==> config.mk <==
export PLATFORM = sky130hd
export DESIGN_NAME = ram_bist_ctrl
export DESIGN_NICKNAME = d
export VERILOG_FILES = /design/src/rtl/ram_bist_ctrl.sv
export SDC_FILE = /design/constraint.sdc
export NUM_CORES = 1
export LEC_CHECK = 0
export CORE_ASPECT_RATIO = 1.25
export CORE_MARGIN = 2
export CORE_UTILIZATION = 53
export CTS_BUF_LIST = sky130_fd_sc_hd__clkbuf_16
export DETAILED_ROUTE_END_ITERATION = 8
export PLACE_DENSITY = 0.85
export RECOVER_POWER = 25
export SLEW_MARGIN = 20
export SYNTH_ARGS = -nofsm -noshare
export SYNTH_HDL_FRONTEND = slang
export SYNTH_SLANG_ARGS = --single-unit
==> constraint.sdc <==
create_clock -name clk -period 6.5 [get_ports clk]
set_input_delay 0.975 -clock clk [delete_from_list [all_inputs] [get_ports clk]]
set_output_delay 0.975 -clock clk [all_outputs]
set_load 0.02 [all_outputs]
==> src/rtl/ram_bist_ctrl.sv <==
// ram_bist_ctrl -- march-style BIST controller for a 16x8 synchronous RAM.
//
// A run writes PATTERN to every address in ascending order and reads it back,
// then writes ~PATTERN in descending order and reads it back. Each read phase
// ends with one drain cycle so the last read word can still be compared.
//
// Optional feature (macro RAM_BIST_ERRCNT_EN):
//   defined   : the run always completes all four phases; err_count counts
//               every miscompare, saturating at 31.
//   undefined : the first miscompare forces DONE on the next cycle.
//
// Ports:
//   clk          clock, rising edge
//   rst          asynchronous active-low reset
//   start        begin a run (sampled only in IDLE)
//   ram_addr     RAM address
//   ram_datain   RAM write data
//   ram_write    RAM write strobe
//   ram_read     RAM read strobe (data valid on ram_dataout one cycle later)
//   ram_dataout  RAM read data
//   busy         high while a test phase is running
//   done         one-cycle pulse on entry to DONE
//   pass         result, valid from done until the next accepted start
//   fail_addr    address of the first miscompare
//   err_count    number of miscompares
module ram_bist_ctrl #(
    parameter logic [7:0] PATTERN = 8'h55
) (
    input  logic       clk,
    input  logic       rst,
    input  logic       start,
    output logic [3:0] ram_addr,
    output logic [7:0] ram_datain,
    output logic       ram_write,
    output logic       ram_read,
    input  logic [7:0] ram_dataout,
    output logic       busy,
    output logic       done,
    output logic       pass,
    output logic [3:0] fail_addr,
    output logic [4:0] err_count
);

    typedef enum logic [2:0] {
        IDLE,
        WR0,
        RD0,
        WR1,
        RD1,
        DONE
    } state_t;

    state_t     state, state_next;
    logic [3:0] addr, addr_next;
    logic       drain, drain_next;
    logic       accept;

    // Compare pipeline: the word read in cycle t is checked in cycle t+1.
    logic       cmp_valid;
    logic [3:0] cmp_addr;
    logic [7:0] cmp_exp;
    logic       mismatch;

    always_comb begin
        state_next = state;
        addr_next  = addr;
        drain_next = drain;
        accept     = 1'b0;
        ram_write  = 1'b0;
        ram_read   = 1'b0;
        ram_datain = '0;
        busy       = 1'b0;
        done       = 1'b0;

        // Compares only happen inside read phases (the drain cycle included),
        // so a read still in flight when DONE is forced is ignored.
        cmp_exp  = (state == RD1) ? ~PATTERN : PATTERN;
        mismatch = cmp_valid && ((state == RD0) || (state == RD1)) &&
                   (ram_dataout != cmp_exp);

        case (state)
            IDLE: begin
                if (start) begin
                    accept     = 1'b1;
                    state_next = WR0;
                    addr_next  = '0;
                    drain_next = 1'b0;
                end
            end
            WR0: begin
                busy       = 1'b1;
                ram_write  = 1'b1;
                ram_datain = PATTERN;
                if (addr == 4'd15) begin
                    state_next = RD0;
                    addr_next  = '0;
                end else begin
                    addr_next = addr + 4'd1;
                end
            end
            RD0: begin
                busy = 1'b1;
                if (drain) begin
                    state_next = WR1;
                    addr_next  = 4'd15;
                    drain_next = 1'b0;
                end else begin
                    ram_read = 1'b1;
                    if (addr == 4'd15) drain_next = 1'b1;
                    else               addr_next  = addr + 4'd1;
                end
            end
            WR1: begin
                busy       = 1'b1;
                ram_write  = 1'b1;
                ram_datain = ~PATTERN;
                if (addr == 4'd0) begin
                    state_next = RD1;
                    addr_next  = 4'd15;
                end else begin
                    addr_next = addr - 4'd1;
                end
            end
            RD1: begin
                busy = 1'b1;
                if (drain) begin
                    state_next = DONE;
                    drain_next = 1'b0;
                end else begin
                    ram_read = 1'b1;
                    if (addr == 4'd0) drain_next = 1'b1;
                    else              addr_next  = addr - 4'd1;
                end
            end
            DONE: begin
                done       = 1'b1;
                state_next = IDLE;
            end
            default: begin
                state_next = IDLE;
            end
        endcase

`ifndef RAM_BIST_ERRCNT_EN
        if (mismatch) begin
            state_next = DONE;
            drain_next = 1'b0;
        end
`endif
    end

    assign ram_addr = addr;

    always_ff @(posedge clk or negedge rst) begin
        if (!rst) begin
            state <= IDLE;
            addr  <= '0;
            drain <= 1'b0;
        end else begin
            state <= state_next;
            addr  <= addr_next;
            drain <= drain_next;
        end
    end

    always_ff @(posedge clk or negedge rst) begin
        if (!rst) begin
            cmp_valid <= 1'b0;
            cmp_addr  <= '0;
        end else begin
            cmp_valid <= ram_read;
            cmp_addr  <= addr;
        end
    end

    always_ff @(posedge clk or negedge rst) begin
        if (!rst) begin
            pass      <= 1'b0;
            fail_addr <= '0;
            err_count <= '0;
        end else if (accept) begin
            pass      <= 1'b0;
            fail_addr <= '0;
            err_count <= '0;
        end else begin
            if (mismatch) begin
                if (err_count == 5'd0)  fail_addr <= cmp_addr;
                if (err_count != 5'd31) err_count <= err_count + 5'd1;
            end
            // A miscompare in the final drain cycle lands in the same cycle
            // as the DONE transition, so it must be folded in here.
            if ((state_next == DONE) && (state != DONE))
                pass <= !mismatch && (err_count == 5'd0);
        end
    end

endmodule

== Word-level counts from Yosys, hierarchy flattened ==
Cells that the tools add are included.
Word-level totals
  bits in registers: 23
  output and inout port bits: 26
Operators by class
  eq/ne operators: 15
  $add $sub $neg: 3
  mux-type cells: 39
  reductions and logical operators: 22
Operators with widths (number)
  2-to-1 mux 4 bit: 10
  one-hot mux 4 bit (5 select lines): 1
  2-to-1 mux 3 bit: 6
  one-hot mux 8 bit (2 select lines): 1
  2-to-1 mux 1 bit: 15
  2-to-1 mux 5 bit: 3
  one-hot mux 3 bit (5 select lines): 1
  == test 3 bit (second input constant): 3
  != test 3 bit (second input constant): 3
  2-to-1 mux 8 bit: 1
  != test 8 bit: 1
  nonzero test 2 bit: 4
  == test 3 x 2 -> 1 bit (second input constant): 2
  != test 2 bit (second input constant): 3
  AND reduction 2 bit: 3
  adder 5 x 1 -> 5 bit (second input constant): 1
  logical NOT 5 bit: 1
  != test 5 bit (second input constant): 1
  AND reduction 5 bit: 1
  nonzero test 5 bit: 1
  adder 4 x 1 -> 4 bit (second input constant): 1
  == test 4 bit (second input constant): 1
  logical AND 1 bit: 4
  logical NOT 4 bit: 1
  other kinds (9): 10

== Depth between registers and ports, before layout ==
Gate-level depths: netlist (run 1).
  depth after elaboration: 9
  gate-level depth with buffers: 8

== Worst setup path after synthesis (run 1) ==
Ideal clock, no wire load.
  path kind: flip-flop to output port
  start point: reg state[0]
  end point: out ram_datain[2]
  path buffers: 2
  path slack: 3681 ps
  cell stages (with the launch flop): 5
  arrival time: 1844 ps
  cells stage by stage: dfrtp_1 -> clkbuf_1 -> nor2b_1 -> nor2b_1 -> buf_4
Between the ends
  cells in the longest elaborated chain, start to end: 2
Ends and longest elaborated chain
  start: declaration: line 53  | state_t state, state_next;
  start signal: assignment: line 160  | state <= state_next;
  == test 3 x 2 -> 1 bit or == test 3 x 1 -> 1 bit (tied branches): line 81  | case (state)
  one-hot mux 8 bit (2 select lines) *: line 81
  end: declaration: line 33  | output logic [7:0] ram_datain,
Mark *: on every way between the ends. The rest lies on a longest branch, timed or not.

== Worst setup path in the final report (run 1) ==
  start point: reg state[0]
  end point: out ram_datain[6]
The elaborated chain is that of the path after synthesis.

==> results of run 1 <==
-- power by group through the flow --
stage	logic [mW]	clock network (mW)	registers, mW
after CTS	0.393	0.138	0.247
final	0.390	0.135	0.249
after floorplan	0.312	0	0.215
after global placement	0.376	0	0.244
after global routing	0.428	0.144	0.256
after detailed placement	0.389	0	0.250
-- path summary, 6_finish.rpt --
check	end	depth (start not counted)	slack, ns
setup / recovery	ram_datain[6]	3	3.20
hold / removal	fail_addr[1]$_DFFE_PN0P_	2	0.50
setup reg to reg	err_count[3]$_DFFE_PN0P_	5	4.01
hold reg to reg	fail_addr[1]$_DFFE_PN0P_	2	0.50
max in group asynchronous	state[0]$_DFF_PN0_	1	4.82
min in group asynchronous	fail_addr[2]$_DFFE_PN0P_	1	0.95
-- flip-flops by register name, indices dropped and copies added, names as in the netlist --
name and count:
cmp_addr 4, err_count 5, drain 1, cmp_valid 1, state 3, fail_addr 4, ram_addr 4, pass 1
-- cells in the mapped netlist (2+ instances only) --
cell type | count | area share, %
dfrtp_1 | 23 | 37
inv_1 | 15 | 3.7
nand2_1 | 14 | 3.4
nor2_1 | 12 | 2.9
o21ai_0 | 12 | 3.9
a21oi_1 | 10 | 3.2
nand3_1 | 10 | 3.2
buf_4 | 7 | 3.4
nor2b_1 | 7 | 2.8
clkbuf_1 | 6 | 1.5
mux2i_1 | 6 | 3.9
ha_1 | 5 | 4.1
nor3_1 | 5 | 1.6
and3_1 | 4 | 1.6
nor4bb_1 | 4 | 2.6
a31oi_1 | 3 | 1.2
nor3b_1 | 3 | 1.5
xnor2_1 | 3 | 1.7
a22oi_1 | 2 | 0.97
a32oi_1 | 2 | 1.1
and2_1 | 2 | 0.81
buf_1 | 2 | 0.49
o31ai_1 | 2 | 0.97
or3_1 | 2 | 0.81
-- worst max-delay path, stage by stage (launching register included) --
cell,delay (ns)
dfrtp_1,0.80
nor2b_1,0.32
nor2b_1,0.28
clkdlybuf4s50_1,0.66
-- logic make-up after synthesis --
kind of cell               Yosys count
adders and majority gates            5
AOI/OAI and AO/OA                   40
and+or+nand+nor                     72
buffers and inverters               32
DFF                                 23
xor gates and xnor gates             3
muxes                                6
-- area by class of cell --
cell class              instances  area (sq um)  area share (%)
well taps                      34          42.5            2.21
multi-input cells             126           811            42.2
repair buffers                 36           354            18.4
flip-flops and latches         23           576            29.9
clock buffers                   3          75.1            3.91
inverters                      15          56.3            2.93
clock inverters                 1          7.51           0.391
-- layer usage --
| layer | wire, um | GRT usage [%] |
|---|---|---|
| met1 | 1450 | 30.2 |
| met2 | 1960 | 42.6 |
| met3 | 195 | 2.34 |
| met4 | 97 | 12.2 |
| met5 | 0 | 0 |
==> impl_metrics.tcl, run 1 <==
set metrics [dict create \
    outcome "completed" \
    portBuffers 36 \
    placed_cells 234 \
    finalWirelength_mm 3.70 \
    final.setup.tns_ns 0 \
    synthAdderAreaFrac_pct 4.06 \
    post-place-ws_ns 3.48 \
    cts_resized 0 \
    hp-class "register to register" \
    hold_violations 0 \
    syn-cell-area_sq_um 1540 \
    yosysWarnings 0 \
    grt_usage_pct 24.7 \
    synth_edf_count 0 \
    grt_overflow 0 \
    critPathKind "register to output port" \
    switching_power_mw 0.331 \
    p_leak_nw 0.820 \
    start_kind "register" \
    p_seq_share_pct 32.2 \
    clockBufferDepth 2 \
    worst_slack_ns 3.20 \
    end_kind "output port" \
    finalInstanceArea_sq_um 1920 \
    synth_top_family_by_area "simple AND/OR/NAND/NOR gates" \
    fin_hold_ws_ns 0.498 \
    p_int_mw 0.443 \
    post_cts_buffers 0 \
    place_congestion 0.904 \
    grt_max_degree 27 \
    fin_crit_sh_pct 50.8 \
    hold_buffers 0 \
    drc 0 \
    tightest_slew_ns 1.22 \
    cts_htree_levels 1 \
    drtPass1Iterations 4 \
    clock-root-buffer "clkbuf_16" \
    clkTransAtPathRegs_ns 0.06 \
    arrival_ns 2.33 \
    dieArea_sq_um 3360 \
    io_pins 37 \
    numCtsBuffers 3 \
    setup_viol 0 \
    die_x_um 52.2 \
    synth-xor-area-share_pct 1.70 \
    finalNetCount 221 \
    initial_utilization_pct 56.4 \
    hpwl_mm 2.70 \
    final_util_pct 70.3 \
    ys_types 44 \
    swShare_pct 42.8 \
    cts_tree "yes" \
    rows 21 \
    n_antenna_cell 0 \
    clock_sinks 23 \
    combPwrFrac_pct 50.4 \
    die_h_um 64.3 \
    grt_first_pass_wirelength_mm 6.18 \
    synthFlopType "dfrtp_1" \
    syn_inst 181 \
    layout_common_cells "clkdlybuf4s50_1 (35), dfrtp_1 (23), inv_1 (15)" \
    critPathLaunch "state[0]$_DFF_PN0_" \
    syn2layout_area_growth_pct 24.7 \
    final_antenna_net_count 0 \
    finalCriticalPeriod_ns 3.30 \
    clkLatencyLatePin_ns 0.26 \
    max-cap-violations 0 \
    avgSynthCellArea_sq_um 8.52 \
    critPathMaxFanout 25 \
    clock.fmax_mhz 303 \
    drive_gt1_share_pct 3.92 \
    slew_viol_final 0 \
    p_clk_share_pct 17.5 \
    hold_start "cmp_addr[1]$_DFF_PN0_" \
    ys_ff_latch 23 \
    first_iter_violations 42 \
    grt_pass1_vias 1376 \
    peakVddDrop_mv 0.253 \
    yosysSeqAreaShare_pct 37.3 \
    avgViaCountPerCell 6.06 \
    clock_skew_ns 0.00579 \
    final_common_cell "clkdlybuf4s50_1" \
    yosys.area_share.simple_pct 26.5 \
    r2r_start "state[2]$_DFF_PN0_" \
    wl_per_cell_um 15.5 \
    placed_area_sq_um 1850 \
    finalPower_mw 0.774 \
    synth_fp_nets 197 \
    core_sq_um 2730 \
    ys_async_sr_fraction_pct 100 \
    vias 1443 \
    finalNonFillerCells 238 \
    rsz0062_at_grt "no" \
    slew-limit-headroom_pct 18.4 \
    antenna_found_initial 0 \
    fillers 226 \
    synth_compound_area_share_pct 16.5 \
    critical_path_required_ns 5.52 \
    synth_mux_area_share_pct 3.90 \
    cellPowerDensity_nw_per_um2 403 \
]
Note: power is estimated with default switching activity, not from simulation.
==> run 2, diff against run 1 <==
--- a/config.mk
+++ b/config.mk
@@ -7,10 +7,10 @@
 export LEC_CHECK = 0
 export CORE_ASPECT_RATIO = 1.25
 export CORE_MARGIN = 2
-export CORE_UTILIZATION = 53
+export CORE_UTILIZATION = 49
 export CTS_BUF_LIST = sky130_fd_sc_hd__clkbuf_16
 export DETAILED_ROUTE_END_ITERATION = 8
-export PLACE_DENSITY = 0.85
+export PLACE_DENSITY = 0.79
 export RECOVER_POWER = 25
 export SLEW_MARGIN = 20
 export SYNTH_ARGS = -nofsm -noshare
==> constraint.sdc (replaced) <==
create_clock -name clk -period 3.19 [get_ports clk]
set_input_delay 0.4785 -clock clk [delete_from_list [all_inputs] [get_ports clk]]
set_output_delay 0.4785 -clock clk [all_outputs]
set_load 0.02 [all_outputs]
==> impl_metrics.tcl, run 2 (synthesized netlist as in run 1, its figures left out) <==
set metrics [dict create \
    outcome "completed" \
    first_iter_violations 62 \
    final_common_cell "clkdlybuf4s50_1" \
    post-place-ws_ns 0.799 \
    max-cap-violations 0 \
    slowest_stage "dfrtp_1" \
    antenna_found_initial 0 \
    clock_skew_ns 0.00371 \
    finalWirelength_mm 3.67 \
    grt_pass1_vias 1348 \
    n_antenna_cell 0 \
    crit_chain "inv_1 > nor2_1 > and2_1 > clkdlybuf4s50_1" \
    cts_htree_levels 1 \
    hp-class "input pin to asynchronous set/reset pin" \
    core_sq_um 2970 \
    peakVddDrop_mv 0.679 \
    dieArea_sq_um 3610 \
    p_leak_nw 0.830 \
    finalPower_mw 1.59 \
    final.setup.tns_ns 0 \
    clkTransAtPathRegs_ns 0.06 \
    clkLatencyLatePin_ns 0.26 \
    finalInstanceArea_sq_um 1940 \
    grt_max_degree 27 \
    numCtsBuffers 3 \
    critPathKind "register to output port" \
    drc 0 \
    rr_worst_depth 5 \
    grt_usage_pct 22.3 \
    initial_utilization_pct 51.9 \
    rsz0062_at_grt "no" \
    clock-root-buffer "clkbuf_16" \
    slew_viol_final 0 \
    syn2layout_area_growth_pct 25.8 \
    io_pins 37 \
    slew-limit-headroom_pct 19.3 \
    post_cts_buffers 0 \
    largest_reg_flops 5 \
    placed_area_sq_um 1860 \
    avgViaCountPerCell 5.91 \
    hpwl_mm 2.70 \
    setup_viol 0 \
    final_antenna_net_count 0 \
    clock_sinks 23 \
    vias 1430 \
    finalNetCount 223 \
    layout_common_cells "clkdlybuf4s50_1 (35), dfrtp_1 (23), inv_1 (15)" \
    r2r-end "err_count[3]$_DFFE_PN0P_" \
    clock.fmax_mhz 379 \
    place_congestion 0.918 \
    worst_slack_ns 0.553 \
    finalCriticalPeriod_ns 2.64 \
    hold_buffers 0 \
    fin_hold_ws_ns 0.454 \
    die_x_um 54.2 \
    die_h_um 66.7 \
    grt_overflow 0 \
    final_util_pct 65.2 \
    fin_crit_sh_pct 82.7 \
    regToRegSetupSlack_ns 0.74 \
    cts_resized 0 \
    critical_path_required_ns 2.71 \
    r2r_start "state[2]$_DFF_PN0_" \
    drive_gt1_share_pct 4.85 \
    placed_cells 238 \
    tightest_slew_ns 1.21 \
    wl_per_cell_um 15.2 \
    arrival_ns 2.16 \
    end_kind "output port" \
    grt_first_pass_wirelength_mm 5.94 \
    slowest_delay_ns 0.71 \
    portBuffers 36 \
    critPathMaxFanout 19 \
    clockBufferDepth 2 \
    hold_violations 0 \
    cts_tree "yes" \
    finalNonFillerCells 242 \
    drtPass1Iterations 4 \
    largest-register "err_count" \
    cellPowerDensity_nw_per_um2 819 \
    rows 22 \
    start_kind "register" \
]
[run 2: where the power goes]
part,internal (mW),leakage (nW),switching (mW)
clock network,0.170,0.0371,0.107
logic,0.378,0.493,0.445
registers,0.359,0.300,0.130
[run 2: worst max-delay path by stage]
stage	startpoint	endpoint	slack [ns]
floorplan	state[0]$_DFF_PN0_	ram_datain[2]	0.87
global placement	state[1]$_DFF_PN0_	err_count[3]$_DFFE_PN0P_	0.86
detailed placement	state[1]$_DFF_PN0_	err_count[3]$_DFFE_PN0P_	0.80
CTS	state[2]$_DFF_PN0_	ram_datain[6]	0.58
global route	state[2]$_DFF_PN0_	done	0.44
finish	state[2]$_DFF_PN0_	done	0.55
[run 2: cell type report]
class | count | area (sq um)
Clock inverter | 1 | 7.51
Multi-Input combinational cell | 126 | 811
Inverter | 15 | 56.3
Timing Repair Buffer | 38 | 369
Sequential cell | 23 | 576
Fill cell | 256 | 1030
Clock buffer | 3 | 75.1
Tap cell | 36 | 45.0
[run 2: per-layer routing]
metal / global-route usage [%] / routed length, um / vias to the layer above
li1: - / - / 685
met4: 9.38 / 80 / 0
met3: 3.36 / 217 / 9
met2: 38.9 / 1870 / 61
met5: 0 / 0 / -
met1: 26.4 / 1500 / 675
[run 2: critical path: cells and delay by family (launching register included)]
kind | cells | cell delay, ns
flip-flops | 1 | 0.71
AND/OR/NAND/NOR | 2 | 0.39
buffers and inverters | 2 | 0.79
